$ cat config.mk
export PLATFORM = sky130hd
export DESIGN_NAME = demux16bit4way_stream
export DESIGN_NICKNAME = d
export VERILOG_FILES = /design/src/rtl/demux16bit4way_stream_pkg.sv /design/src/rtl/demux_slot.sv /design/src/rtl/demux16bit4way_stream.sv
export SDC_FILE = /design/constraint.sdc
export NUM_CORES = 1
export LEC_CHECK = 0
export BUFFER_PORTS_ARGS = -buffer_cell sky130_fd_sc_hd__buf_2
export CORE_ASPECT_RATIO = 0.6
export CORE_MARGIN = 4
export CORE_UTILIZATION = 45
export CTS_BUF_LIST = sky130_fd_sc_hd__clkbuf_16
export CTS_CLUSTER_SIZE = 25
export DETAILED_ROUTE_END_ITERATION = 16
export HOLD_SLACK_MARGIN = 0.03
export PLACE_DENSITY_LB_ADDON = 0.08
export SLEW_MARGIN = 0
export SYNTH_ARGS = -nofsm -noshare
export SYNTH_HDL_FRONTEND = slang
export SYNTH_SLANG_ARGS = --single-unit
$ cat constraint.sdc
create_clock -name clk -period 3.1 [get_ports clk]
set_input_delay 0.465 -clock clk [delete_from_list [all_inputs] [get_ports clk]]
set_output_delay 0.465 -clock clk [all_outputs]
set_load 0.02 [all_outputs]
$ cat src/rtl/demux16bit4way_stream_pkg.sv
// Shared constants for the 4-way 16-bit stream demultiplexer.
package demux16bit4way_stream_pkg;
  localparam int SEL_W     = 2;
  localparam int N_CH      = 4;
  localparam int CH_A      = 0;
  localparam int CH_B      = 1;
  localparam int CH_C      = 2;
  localparam int CH_D      = 3;
  localparam int DEF_WIDTH = 16;
  localparam int DEF_CNT_W = 8;
endpackage

$ cat src/rtl/demux_slot.sv
// One demux output channel: single-entry holding register plus delivered-word counter.
// slot_rdy tells the top whether a word aimed at this channel could be taken this cycle.
module demux_slot #(
  parameter int WIDTH = 16,
  parameter int CNT_W = 8
) (
  input  logic             clk,
  input  logic             rst_n,
  input  logic             load,
  input  logic [WIDTH-1:0] in_data,
  input  logic             out_ready,
  input  logic             cnt_clr,
  output logic             out_valid,
  output logic [WIDTH-1:0] out_data,
  output logic [CNT_W-1:0] cnt,
  output logic             slot_rdy
);
  logic             full_q, full_d;
  logic [WIDTH-1:0] data_q, data_d;
  logic [CNT_W-1:0] cnt_q, cnt_d;
  logic             drain;

  assign drain = full_q && out_ready;

  always_comb begin
    full_d = full_q;
    data_d = data_q;
    cnt_d  = cnt_q;
    // A load wins over a drain so a same-cycle drain+refill keeps the slot full.
    if (load) begin
      full_d = 1'b1;
      data_d = in_data;
    end else if (drain) begin
      full_d = 1'b0;
    end
    if (cnt_clr) begin
      cnt_d = '0;
    end else if (drain) begin
      cnt_d = cnt_q + 1'b1;
    end
  end

  always_ff @(posedge clk or negedge rst_n) begin
    if (!rst_n) begin
      full_q <= 1'b0;
      data_q <= '0;
      cnt_q  <= '0;
    end else begin
      full_q <= full_d;
      data_q <= data_d;
      cnt_q  <= cnt_d;
    end
  end

  assign out_valid = full_q;
  assign out_data  = data_q;
  assign cnt       = cnt_q;
  assign slot_rdy  = !full_q || out_ready;
endmodule

$ cat src/rtl/demux16bit4way_stream.sv
// Registered 4-way stream demux: one valid/ready input routed to channel a..d by in_sel.
// Only the selected channel's slot gates in_ready, so a stalled consumer blocks only itself.
module demux16bit4way_stream
  import demux16bit4way_stream_pkg::*;
#(
  parameter int WIDTH = DEF_WIDTH,
  parameter int CNT_W = DEF_CNT_W
) (
  input  logic             clk,
  input  logic             rst_n,
  input  logic [WIDTH-1:0] in_data,
  input  logic [SEL_W-1:0] in_sel,
  input  logic             in_valid,
  output logic             in_ready,
  output logic [WIDTH-1:0] out_a_data,
  output logic [WIDTH-1:0] out_b_data,
  output logic [WIDTH-1:0] out_c_data,
  output logic [WIDTH-1:0] out_d_data,
  output logic             out_a_valid,
  output logic             out_b_valid,
  output logic             out_c_valid,
  output logic             out_d_valid,
  input  logic             out_a_ready,
  input  logic             out_b_ready,
  input  logic             out_c_ready,
  input  logic             out_d_ready,
  input  logic             cnt_clr,
  output logic [CNT_W-1:0] cnt_a,
  output logic [CNT_W-1:0] cnt_b,
  output logic [CNT_W-1:0] cnt_c,
  output logic [CNT_W-1:0] cnt_d,
  output logic             busy
);
  logic [N_CH-1:0]  load;
  logic [N_CH-1:0]  slot_rdy;
  logic [N_CH-1:0]  o_rdy;
  logic [N_CH-1:0]  o_vld;
  logic [WIDTH-1:0] o_dat [N_CH];
  logic [CNT_W-1:0] o_cnt [N_CH];

  assign o_rdy    = {out_d_ready, out_c_ready, out_b_ready, out_a_ready};
  assign in_ready = slot_rdy[in_sel];

  always_comb begin
    load = '0;
    if (in_valid && in_ready) begin
      load[in_sel] = 1'b1;
    end
  end

  for (genvar k = 0; k < N_CH; k++) begin : g_slot
    demux_slot #(
      .WIDTH(WIDTH),
      .CNT_W(CNT_W)
    ) u_slot (
      .clk      (clk),
      .rst_n    (rst_n),
      .load     (load[k]),
      .in_data  (in_data),
      .out_ready(o_rdy[k]),
      .cnt_clr  (cnt_clr),
      .out_valid(o_vld[k]),
      .out_data (o_dat[k]),
      .cnt      (o_cnt[k]),
      .slot_rdy (slot_rdy[k])
    );
  end

  assign out_a_data  = o_dat[CH_A];
  assign out_b_data  = o_dat[CH_B];
  assign out_c_data  = o_dat[CH_C];
  assign out_d_data  = o_dat[CH_D];
  assign out_a_valid = o_vld[CH_A];
  assign out_b_valid = o_vld[CH_B];
  assign out_c_valid = o_vld[CH_C];
  assign out_d_valid = o_vld[CH_D];
  assign cnt_a       = o_cnt[CH_A];
  assign cnt_b       = o_cnt[CH_B];
  assign cnt_c       = o_cnt[CH_C];
  assign cnt_d       = o_cnt[CH_D];
  assign busy        = |o_vld;
endmodule

==> impl_results.html <==
<table>
<tr><th>Metric</th><th>Value</th></tr>
<tr><th colspan="2">Status</th></tr>
<tr><td>Status</td><td>completed</td></tr>
<tr><th colspan="2">GRT</th></tr>
<tr><td>First-pass GRT wire length</td><td>between 15 and 20 mm</td></tr>
<tr><td>GRT overflow</td><td>0</td></tr>
<tr><td>Vias in the first global route</td><td>3009</td></tr>
<tr><td>Initial antenna violation count</td><td>0</td></tr>
<tr><td>Total Routing Usage GR</td><td>0.186</td></tr>
<tr><td>Largest net degree at the start of global routing</td><td>57</td></tr>
<tr><th colspan="2">Synth</th></tr>
<tr><td>Distinct cell type count after synthesis</td><td>30</td></tr>
<tr><td>Most area-hungry cell type in the Yosys netlist</td><td>dfrtp_1</td></tr>
<tr><td>Number of nets in the synthesized netlist</td><td>350</td></tr>
<tr><td>Top cells by area in the synthesized netlist</td><td>dfrtp_1 59%, mux2_2 15%, mux2_4 3.5%</td></tr>
<tr><td>Avg Synthesized Cell Area</td><td>13.2 µm²</td></tr>
<tr><td>Yosys top cell area share</td><td>0.590</td></tr>
<tr><td>Synth warnings</td><td>0</td></tr>
<tr><td>Proportion of synthesized chip area in sequential cells</td><td>0.590</td></tr>
<tr><td>Number of instances in the synthesized netlist</td><td>320</td></tr>
<tr><td>Area of the mapped netlist</td><td>about 0.0042 mm²</td></tr>
<tr><td>Number of synthesized register bits</td><td>100</td></tr>
<tr><th colspan="2">Setup path</th></tr>
<tr><td>Worst Path Required</td><td>about 2.6 ns</td></tr>
<tr><td>Worst setup path class</td><td>reg -&gt; out</td></tr>
<tr><td>Worst Setup End Kind</td><td>output port</td></tr>
<tr><td>Endpoint arrival time on the critical path</td><td>1.67 ns</td></tr>
<tr><td>RR Startpoint</td><td>g_slot[2].u_slot.out_valid</td></tr>
<tr><td>Maximum fanout count along the critical path</td><td>8</td></tr>
<tr><td>Worst setup SP type</td><td>flip-flop</td></tr>
<tr><td>Source of the critical timing path</td><td>g_slot[2].u_slot.out_valid</td></tr>
<tr><th colspan="2">Clock network</th></tr>
<tr><td>Inserted Clock Buffers</td><td>9</td></tr>
<tr><td>CTS tree</td><td>built</td></tr>
<tr><td>Cts hold-fix bufs</td><td>0</td></tr>
<tr><td>Number of clock sinks seen by CTS</td><td>100</td></tr>
<tr><td>Post-CTS Repair Setup Buffers</td><td>0</td></tr>
<tr><td>Clock H-tree levels</td><td>3</td></tr>
<tr><td>Clock-pin slew on the worst setup and hold paths</td><td>0.07 ns</td></tr>
<tr><td>Quantity of gates resized following cts</td><td>0</td></tr>
<tr><td>Max Root-Sink Buffers</td><td>2</td></tr>
<tr><td>Clock latency of the later-clocked register in the worst-skew pair</td><td>between 0.3 and 0.4 ns</td></tr>
<tr><td>Root buffer selected by CTS</td><td>clkbuf_16</td></tr>
<tr><th colspan="2">Power and ir drop</th></tr>
<tr><td>Peak VDD IR</td><td>roughly 0.00032 V</td></tr>
<tr><td>Static Leak</td><td>0.00248 µW</td></tr>
<tr><td>Pwr Density</td><td>640 mW/mm²</td></tr>
<tr><th colspan="2">Cells and area</th></tr>
<tr><td>Layout overhead on the synthesized area</td><td>24.7%</td></tr>
<tr><td>Fraction of layout instances using a drive strength above 1</td><td>0.474</td></tr>
<tr><td>Most used cells in the layout excluding fill and tap cells</td><td>126 x buf_2, 100 x dfrtp_1, 55 x mux2_2</td></tr>
<tr><td>Final design instance area without fill</td><td>0.00529 mm²</td></tr>
<tr><td>Layout filler cell count</td><td>802</td></tr>
<tr><td>Diodes inserted</td><td>0</td></tr>
<tr><td>Most common cell after layout, fill and taps aside</td><td>buf_2</td></tr>
<tr><td>Post-layout nets</td><td>483</td></tr>
<tr><th colspan="2">Floorplanning</th></tr>
<tr><td>Boundary pin count</td><td>approximately 130</td></tr>
<tr><td>Row count</td><td>27</td></tr>
<tr><td>Initial standard-cell utilization of the core</td><td>0.461</td></tr>
<tr><td>Floorplan die area</td><td>between 0.01 and 0.015 mm²</td></tr>
<tr><td>Y dimension of the die</td><td>83.2 µm</td></tr>
<tr><td>Die X-Extent</td><td>133 µm</td></tr>
<tr><td>Core area</td><td>a little over 0.009 mm²</td></tr>
<tr><th colspan="2">STA</th></tr>
<tr><td># setup viols final</td><td>0</td></tr>
<tr><td>Final Hold Vio Count</td><td>0</td></tr>
<tr><td>Max Clock Freq</td><td>468 MHz</td></tr>
<tr><td>Final critical delay including setup and external delays</td><td>2.14 ns</td></tr>
<tr><td>Total count of max-transition violations in the final report</td><td>0</td></tr>
<tr><td>Setup repair after global routing missed its margin</td><td>no</td></tr>
<tr><td>Setup TNS</td><td>0 ns</td></tr>
<tr><td>Fin crit share</td><td>0.689</td></tr>
<tr><td>Measured slew at the worst slew-check pin</td><td>0.635 ns</td></tr>
<tr><td>Normalized max-slew margin</td><td>0.576</td></tr>
<tr><td>Clock tree skew after final layout</td><td>0.00679 ns</td></tr>
<tr><th colspan="2">Placement</th></tr>
<tr><td>Placed wire-length estimate</td><td>6.92 mm</td></tr>
<tr><td>Number of buffers inserted by port buffering</td><td>127</td></tr>
<tr><td>Gp weighted congestion</td><td>0.768</td></tr>
<tr><td>Placed instance area</td><td>roughly 0.005 mm²</td></tr>
<tr><th colspan="2">Drt</th></tr>
<tr><td>Number of nets still failing antenna checks after routing</td><td>0</td></tr>
<tr><td>Routed Wire Length</td><td>9.62 mm</td></tr>
<tr><td>Number of violations reported at the end of detailed-routing iteration 0</td><td>~120</td></tr>
<tr><td>Number of detailed-routing iterations run before antenna repair</td><td>4</td></tr>
<tr><td>Vias post-DR</td><td>slightly above 3000</td></tr>
<tr><td>DRC violation count after routing</td><td>0</td></tr>
<tr><td>Final routed wire length divided by cell count</td><td>between 15 and 20 µm</td></tr>
<tr><td>Number of vias per cell after detailed routing</td><td>approximately 5.2</td></tr>
<tr><th colspan="2">Job</th></tr>
<tr><td>Max cap viols</td><td>0</td></tr>
<tr><th colspan="2">Worst hold path</th></tr>
<tr><td>Type of the worst min-delay path</td><td>in -&gt; async</td></tr>
</table>
## through the flow
step	total power (µW)	setup slack, ns	instances	hold WS [ns]	util
floorplan	2070	1.37	320	0.169	-
global placement	2370	1.15	572	0.469	0.545
detailed placement	2390	1.16	572	0.475	0.545
CTS	3440	0.957	588	0.142	0.575
global route	3570	0.847	588	0.164	0.575
finish	3380	0.965	588	0.120	0.575
## routing by layer
metal	routed length, µm	part of all wire	global-route usage	vias to the layer above
met1	4460	0.46	0.268	1526
met5	0	0	0	-
met2	4270	0.44	0.263	83
li1	-	-	-	1427
met4	87	0.0090	0.0392	0
met3	795	0.083	0.0775	8
## final cells by class
cell class / instances / area, µm² / area share
clock buffers: 9 / 225 / 0.0426
repair buffers: 131 / 681 / 0.129
clock inverters: 7 / 52.6 / 0.00994
multi-input cells: 203 / 1630 / 0.309
inverters: 8 / 30.0 / 0.00568
flip-flops and latches: 100 / 2500 / 0.473
well taps: 130 / 163 / 0.0308
## registers in the layout, summed over array words and instances, names as in the netlist
| signal | count |
|---|---|
| g_slot.u_slot.cnt | 32 |
| g_slot.u_slot.out_data | 64 |
| g_slot.u_slot.out_valid | 4 |
## worst paths after layout
path                                                 end  slack (ns)  cells past startpoint
setup / recovery                                in_ready        0.96                      3
min in group clk            g_slot[2].u_slot.out_data[7]        0.39                      2
hold / removal              g_slot[2].u_slot.out_data[8]        0.12                      1
setup reg to reg            g_slot[2].u_slot.out_data[4]        1.45                      4
max in group asynchronous  g_slot[1].u_slot.out_data[14]        2.23                      2
hold reg to reg             g_slot[1].u_slot.out_data[0]        0.49                      1
## Yosys cell counts
cell type,n
and3_1,2
nand3_1,13
nor3b_1,1
dfrtp_1,100
mux2_2,55
or4_1,8
clkbuf_1,4
mux4_1,1
ha_1,4
nand4_1,8
or3_1,11
nand2_4,1
buf_6,3
mux2_1,1
nor2_1,10
nor2b_1,3
buf_4,1
nand2b_1,4
xnor2_1,5
a21oi_1,22
inv_1,8
xor2_1,3
nand2_2,2
buf_12,1
nand2_1,15
o21ai_0,13
o31ai_1,7
nor4_1,2
nor3b_4,2
mux2_4,10
## critical path, cell delays in order (launching register included)
cell and delay (ns):
dfrtp_1 0.49, nand2b_1 0.15, mux4_1 0.52, buf_2 0.17
## where the power goes
group | switching (µW) | internal (µW) | total (µW)
registers | 103 | 1490 | 1590
logic | 450 | 309 | 758
clock network | 484 | 546 | 1030
## cell families (layout without fill, tap and decap cells)
logic type,count (synthesis),in the layout,share of synthesized area
XOR/XNOR,8,8,0.0165
buffers and inverters,17,155,0.0251
adder cells (fa/ha/maj),4,4,0.0118
AO/OA/AOI/OAI,42,42,0.0537
AND/OR/NAND/NOR,82,82,0.112
flip-flops,100,100,0.590
multiplexers,67,67,0.190
No activity file was read; power rests on OpenSTA's default activity.
